--- src/rtl/uart_rx.sv ---
// Oversampling UART receiver: 2-flop synchronizer, centre-of-bit sampling, and a
// one-entry holding register with a valid/ready output handshake.
module uart_rx #(
    parameter int DATA_WIDTH  = 8,
    parameter int CLK_FREQ_HZ = 125_000_000,
    parameter int BAUD_RATE   = 9600
) (
    input  logic                  clk,
    input  logic                  rst_n,
    input  logic                  rx_i,
    input  logic                  ready_i,
    output logic [DATA_WIDTH-1:0] data_o,
    output logic                  valid_o,
    output logic                  frame_err_o,
    output logic                  overrun_o,
    output logic [1:0]            dbg_state
);

    localparam int CPB   = CLK_FREQ_HZ / BAUD_RATE;
    localparam int HALF  = CPB / 2;
    localparam int CNT_W = (CPB > 1) ? $clog2(CPB) : 1;
    localparam int IDX_W = (DATA_WIDTH > 1) ? $clog2(DATA_WIDTH) : 1;

    localparam logic [CNT_W-1:0] HALF_LAST = CNT_W'(HALF - 1);
    localparam logic [CNT_W-1:0] CPB_LAST  = CNT_W'(CPB - 1);
    localparam logic [IDX_W-1:0] IDX_LAST  = IDX_W'(DATA_WIDTH - 1);

    if (CPB < 4) begin : g_bad_cpb
        $error("uart_rx: CLK_FREQ_HZ / BAUD_RATE must be at least 4");
    end

    typedef enum logic [1:0] {
        IDLE  = 2'd0,
        START = 2'd1,
        DATA  = 2'd2,
        STOP  = 2'd3
    } state_t;

    state_t                state;
    logic                  rx_meta;
    logic                  rx_s;
    logic                  rx_prev;
    logic [CNT_W-1:0]      bit_cnt;
    logic [IDX_W-1:0]      bit_idx;
    logic [DATA_WIDTH-1:0] shift_q;

    assign dbg_state = state;

    // Handshake: a byte moves downstream on every cycle where valid_o and ready_i
    // are both high; data_o is frozen while valid_o is high and not yet taken.
    always_ff @(posedge clk or negedge rst_n) begin
        if (!rst_n) begin
            rx_meta     <= 1'b1;
            rx_s        <= 1'b1;
            rx_prev     <= 1'b1;
            state       <= IDLE;
            bit_cnt     <= '0;
            bit_idx     <= '0;
            shift_q     <= '0;
            data_o      <= '0;
            valid_o     <= 1'b0;
            frame_err_o <= 1'b0;
            overrun_o   <= 1'b0;
        end else begin
            rx_meta     <= rx_i;
            rx_s        <= rx_meta;
            rx_prev     <= rx_s;
            frame_err_o <= 1'b0;
            overrun_o   <= 1'b0;

            if (valid_o && ready_i) begin
                valid_o <= 1'b0;
            end

            case (state)
                IDLE: begin
                    if (rx_prev && !rx_s) begin
                        state   <= START;
                        bit_cnt <= '0;
                    end
                end
                START: begin
                    if (bit_cnt == HALF_LAST) begin
                        bit_cnt <= '0;
                        bit_idx <= '0;
                        state   <= rx_s ? IDLE : DATA;
                    end else begin
                        bit_cnt <= bit_cnt + 1'b1;
                    end
                end
                DATA: begin
                    if (bit_cnt == CPB_LAST) begin
                        bit_cnt <= '0;
                        shift_q <= {rx_s, shift_q[DATA_WIDTH-1:1]};
                        if (bit_idx == IDX_LAST) begin
                            state <= STOP;
                        end else begin
                            bit_idx <= bit_idx + 1'b1;
                        end
                    end else begin
                        bit_cnt <= bit_cnt + 1'b1;
                    end
                end
                STOP: begin
                    if (bit_cnt == CPB_LAST) begin
                        bit_cnt <= '0;
                        state   <= IDLE;
                        if (!rx_s) begin
                            frame_err_o <= 1'b1;
                        end else if (!valid_o || ready_i) begin
                            // Covers the simultaneous take-and-refill case too.
                            data_o  <= shift_q;
                            valid_o <= 1'b1;
                        end else begin
                            overrun_o <= 1'b1;
                        end
                    end else begin
                        bit_cnt <= bit_cnt + 1'b1;
                    end
                end
                default: state <= IDLE;
            endcase
        end
    end

endmodule
--- config.mk ---
export PLATFORM = sky130hd
export DESIGN_NAME = uart_rx
export DESIGN_NICKNAME = d
export VERILOG_FILES = /design/src/rtl/uart_rx.sv
export SDC_FILE = /design/constraint.sdc
export NUM_CORES = 1
export LEC_CHECK = 0
export CAP_MARGIN = 0
export CORE_ASPECT_RATIO = 0.6
export CORE_MARGIN = 4
export CORE_UTILIZATION = 55
export CTS_CLUSTER_SIZE = 30
export DETAILED_ROUTE_END_ITERATION = 8
export GPL_TIMING_DRIVEN = 0
export PLACE_DENSITY = 0.75
export SETUP_SLACK_MARGIN = 0.1
export SYNTH_ARGS = -nofsm -noshare
export SYNTH_HDL_FRONTEND = slang
export SYNTH_SLANG_ARGS = --single-unit
--- constraint.sdc ---
create_clock -name clk -period 2.25 [get_ports clk]
set_clock_uncertainty 0.15 [all_clocks]
set_input_delay 0.225 -clock clk [delete_from_list [all_inputs] [get_ports clk]]
set_output_delay 0.225 -clock clk [all_outputs]
set_load 0.02 [all_outputs]
# ---- Word level (Yosys, flattened, before mapping)
# Index checks and enable logic that the tools add are counted.
dict set report op_classes {
  n_addsub 2
  eq_ne 12
  mux 27
  n_reduce_logical 12
}
# cell n
set op_table {}
lappend op_table {{14-bit 2-to-1 mux} 3}
lappend op_table {{14-bit one-hot mux with 3 select lines} 1}
lappend op_table {{14-bit by 1-bit adder with 14-bit output, second input constant} 1}
lappend op_table {{14-bit by 13-bit equality test with 1-bit output, second input constant} 1}
lappend op_table {{14-bit equality test, second input constant} 1}
lappend op_table {{1-bit 2-to-1 mux} 12}
lappend op_table {{2-bit 2-to-1 mux} 6}
lappend op_table {{2-bit inequality test, second input constant} 6}
lappend op_table {{3-bit 2-to-1 mux} 3}
lappend op_table {{2-bit one-hot mux with 4 select lines} 1}
lappend op_table {{4-bit AND reduction} 2}
lappend op_table {{3-bit one-hot mux with 2 select lines} 1}
lappend op_table {{5-bit AND reduction} 1}
lappend op_table {{2-bit equality test, second input constant} 2}
lappend op_table {{3-bit by 1-bit adder with 3-bit output, second input constant} 1}
lappend op_table {{3-bit equality test, second input constant} 1}
lappend op_table {{2-bit by 1-bit equality test with 1-bit output, second input constant} 1}
lappend op_table {{1-bit logical AND} 2}
lappend op_table {{1-bit logical NOT} 2}
lappend op_table {{2-bit logical NOT} 1}
lappend op_table {{2-bit AND reduction} 1}
lappend op_table {{2-bit nonzero test} 1}
lappend op_table {{2-bit OR reduction} 1}
lappend op_table {{1-bit logical OR} 1}
dict set report word_totals {
  regBits 41
  in_bits 4
  output_inout_bits 13
  elab_cells 64
}

# ---- Logic depth before layout (Yosys ltp)
dict set report depth {
  word_depth 6
  ltp_mapped 8
  mapped_depth_nobuf 7
}

# ---- Worst setup path before layout
# No wires, ideal clock.
dict set report synth_path {
  kind {register to register}
  startpoint {reg bit_cnt[1]}
  endpoint {reg bit_cnt[11]}
  setup_ps 138
  arrival_time_ps 1749
  t_required_ps 1962
  setup_slack_ps 213
  stages_incl_launch_ff 9
  n_path_buf 1
  cell_sequence {dfrtp_1 inv_1 ha_1 or3b_4 nor4_4 o2bb2ai_2 buf_6 a31oi_1 a31oi_1}
}
dict set report synth_via {
  elab_chain_cells 3
  word_cells_on_any_way 6
  classes_between {1 x add/sub; 2 x eq/ne; 3 x mux}
}
# item line_no
set synth_rtl {}
lappend synth_rtl {{start, declared} 43} ;# logic [CNT_W-1:0] bit_cnt;
lappend synth_rtl {{start signal, assigned} 88} ;# bit_cnt <= bit_cnt + 1'b1;
lappend synth_rtl {{start signal, assigned} 101} ;# bit_cnt <= bit_cnt + 1'b1;
lappend synth_rtl {{start signal, assigned} 118} ;# bit_cnt <= bit_cnt + 1'b1;
lappend synth_rtl {{14-bit by 1-bit adder with 14-bit output (tied with other cells)} {88, 101, 118}}
lappend synth_rtl {{14-bit 2-to-1 mux, on equally long branches} {92, 105, 83}}
lappend synth_rtl {{14-bit one-hot mux with 3 select lines (*)} 75} ;# case (state)
# Mark *: on every way between the ends. The rest lies on a longest branch, timed or not.
# A chain may end at the register's enable or synchronous reset.

# ---- Final worst setup path
dict set report layout_path {
  startpoint {reg bit_cnt[1]}
  endpoint {reg bit_idx[0]}
}
dict set report layout_via {
  elab_chain_cells 3
  word_cells_on_any_way 5
  classes_between {4 x eq/ne; 1 x reduce/logical}
}
# item line_no
set layout_rtl {}
lappend layout_rtl {{14-bit equality test / 14-bit by 13-bit equality test with 1-bit output (equally long branches)} {92, 83}}
lappend layout_rtl {{2-bit inequality test (no line)} -}
lappend layout_rtl {{4-bit AND reduction (no line) (*)} -}
lappend layout_rtl {{end signal, assigned} 98} ;# bit_idx <= bit_idx + 1'b1;
lappend layout_rtl {{end, declared} 44} ;# logic [IDX_W-1:0] bit_idx;
# Marks and branches as above.

==> metrics <==
required time of the worst setup path 2.28 ns; DRC viols 0; Vias 1497; Rel. slew slack 41.6%; M1 WL 2.02 mm; worst-skew pair later-pin latency 0.28 ns; Post-synth EDFFs 0; critical path peak fanout 3; Achievable Freq 466 MHz; grt ovf 0; CP arrival 2.17 ns; Top delay family on crit path simple AND/OR/NAND/NOR gates; metal2 WL 2.05 mm; initial DRC count 91; DP HPWL 3.04 mm; core area 0.00336 mm2; area grow syn2layout 22.4%; Max Cap Viol 0; drt via density 5.94; crit share post-route 95.4%; Syn Area/Cell 11.4 um2; peak per-stage delay on the critical path 0.41 ns; Tot GR Track Use 20.4%; R2R setup slack 0.10 ns; CP cell instances inv_2 -> ha_4 -> or3b_4 -> nor4_4 -> buf_4 -> or2_4 -> a21boi_1 -> o221a_1; Cell variety after synth 46; Crit. path cell count 8; I/O Buffers 16; H-tree Lvls 2; TritonCTS Buffers 5; final hold vios 0; minimum clock period 2.15 ns; reg-to-reg startpoint bit_cnt[1]; Net Count, Synth 182; die area 0.00466 mm2; CP Capture Type flip-flop; vias in the first global route 1379; cell count after synthesis 173; Synth Register Bits 41; reg-to-reg endpoint bit_idx[0]; worst setup path endpoint bit_idx[0]; Final #Nets 215; Hold Crit Class in2reg; CP Launch Point bit_cnt[1]; I/O pins 17; DRT Pass-1 Iters 4; most frequent cells in the layout dfrtp_1, nand2_1, mux2_2, clkdlybuf4s50_1, a31oi_1; GPL Wtd Cong 0.822; DR WL/cell 17.6 um; worst vdd ir 0.722 mV; commonest non-fill, non-tap cell in the layout dfrtp_1; Yosys warning count 0; leak pwr 1.12 nW; final WL 4.43 mm; clk sink count 41; Highest Signal Layer met4; top_reg_cell synth dfrtp_1; deepest clock path buffer count 2; PD cells 796 mW/mm2; clk root buf clkbuf_8; critical path type reg2reg; Reg clk slew, reported paths 0.08 ns; worst path bufs/invs 2; Async S/R FF share, synth 100%; crit start category flip-flop; first-pass GRT wire length 7.16 mm; Initial Util 58.9%; RSZ-0062 raised after global routing true; final setup fails 0; Cell Area, Synth 0.00198 mm2; Die Span Y 54.5 um; ratio of cells with drive above 1 in the final layout 27.1%; initial antenna violation count 0; CTS tree done; Final Slew Violations 0; Site Rows 16; metal3 WL 261 um; Worst path slowest cell dfrtp_1; Hold WS 0.207 ns; Die W 85.5 um; worst slew pin tran 0.876 ns; diodes inserted 0; antenna-violating nets left 0; status complete, no violations; Setup TNS 0 ns; R2R depth 8; register area share after synthesis 52.0%; largest net degree at the start of global routing 42; Final Util 72.1%
==> power by group <==
group / internal, mW / total [mW] / switching, mW
Combinational: 0.255 / 0.607 / 0.352
Clock: 0.215 / 0.452 / 0.237
Sequential: 0.786 / 0.870 / 0.0836
==> synth_stat cells (3+ instances only) <==
| master | count | area, um2 |
|---|---|---|
| a31oi_1 | 14 | 87.6 |
| dfrtp_1 | 38 | 951 |
| nand3_1 | 5 | 25.0 |
| inv_1 | 6 | 22.5 |
| and2_1 | 3 | 18.8 |
| a21oi_1 | 7 | 35.0 |
| o21ai_0 | 6 | 30.0 |
| nand2_1 | 17 | 63.8 |
| nand4_1 | 4 | 25.0 |
| ha_1 | 5 | 62.6 |
| nor2_1 | 7 | 26.3 |
| nor3_1 | 3 | 15.0 |
| mux2_2 | 16 | 180 |
| dfstp_2 | 3 | 78.8 |
==> metrics by stage <==
stage               cells  total power, mW  setup WS (ns)  area, um2
finish                252             1.93          0.104       2420
global route          252             2.04         0.0441       2420
CTS                   248             1.84          0.124       2340
detailed placement    234             1.36        -0.0794       2190
global placement      234             1.34         -0.186       2200
floorplan             173             1.21          0.213       1980
==> area by class of cell <==
| class | count | area (um2) |
|---|---|---|
| flip-flops and latches | 41 | 1030 |
| fillers | 231 | 940 |
| multi-input cells | 119 | 945 |
| repair buffers | 26 | 243 |
| well taps | 45 | 56.3 |
| inverters | 7 | 26.3 |
| clock inverters | 2 | 10.0 |
| plain buffers | 6 | 40.0 |
| clock buffers | 6 | 72.6 |
==> routing by layer <==
metal | track usage, % | vias to the layer above
met5 | 0 | -
met3 | 6.62 | 12
met1 | 28.7 | 738
met4 | 5.79 | 0
li1 | - | 701
met2 | 30.7 | 46
==> repair_timing <==
action                     in CTS  in global routing
hold endpoints to repair       38                  0
pin swaps                       2                  5
resized for setup               2                 10
hold buffers                    1                  0
gates cloned                    0                  1
setup endpoints to repair      18                 22
buffers inserted                5                  4
==> worst min path at each step <==
stage / startpoint / endpoint / slack [ns] / cells past startpoint
6_report: rx_i / rx_meta / 0.21 / 1
5_1_grt: rx_i / rx_meta / 0.20 / 1
4_1_cts: rx_i / rx_meta / 0.21 / 1
3_5_place_dp: rx_meta / rx_s / 0.20 / 0
3_3_place_gp: rx_meta / rx_s / 0.20 / 0
2_1_floorplan: rst_n / asynchronous set/reset pin / -0.22 / 0
==> worst reg2reg max path, delay by kind of cell (launching register included) <==
| kind | cells | cell delay (ns) |
|---|---|---|
| AND/OR/NAND/NOR | 3 | 0.80 |
| flip-flops | 1 | 0.41 |
| adder cells (fa/ha/maj) | 1 | 0.11 |
| buffers and inverters | 2 | 0.27 |
| AO/OA/AOI/OAI | 2 | 0.30 |
==> logic make-up (layout without fill, tap and decap cells) <==
group	Yosys count	in the layout	synth area share (%)
DFF	41	41	52.0
buffers and inverters	13	47	3.35
muxes	17	17	9.60
xor gates and xnor gates	1	1	0.442
adders and majority gates	5	5	3.16
AOI/OAI and AO/OA	41	41	13.8
and+or+nand+nor	55	55	17.6
==> registers in the layout, indices dropped and copies added, names as in the netlist, named ones only <==
name and count:
bit_cnt 14, data_o 8, shift_q 8, bit_idx 3
dbg_state 1, frame_err_o 1, overrun_o 1, rx_meta 1
rx_prev 1, rx_s 1, valid_o 1
Power figures use the tool's default switching activity.
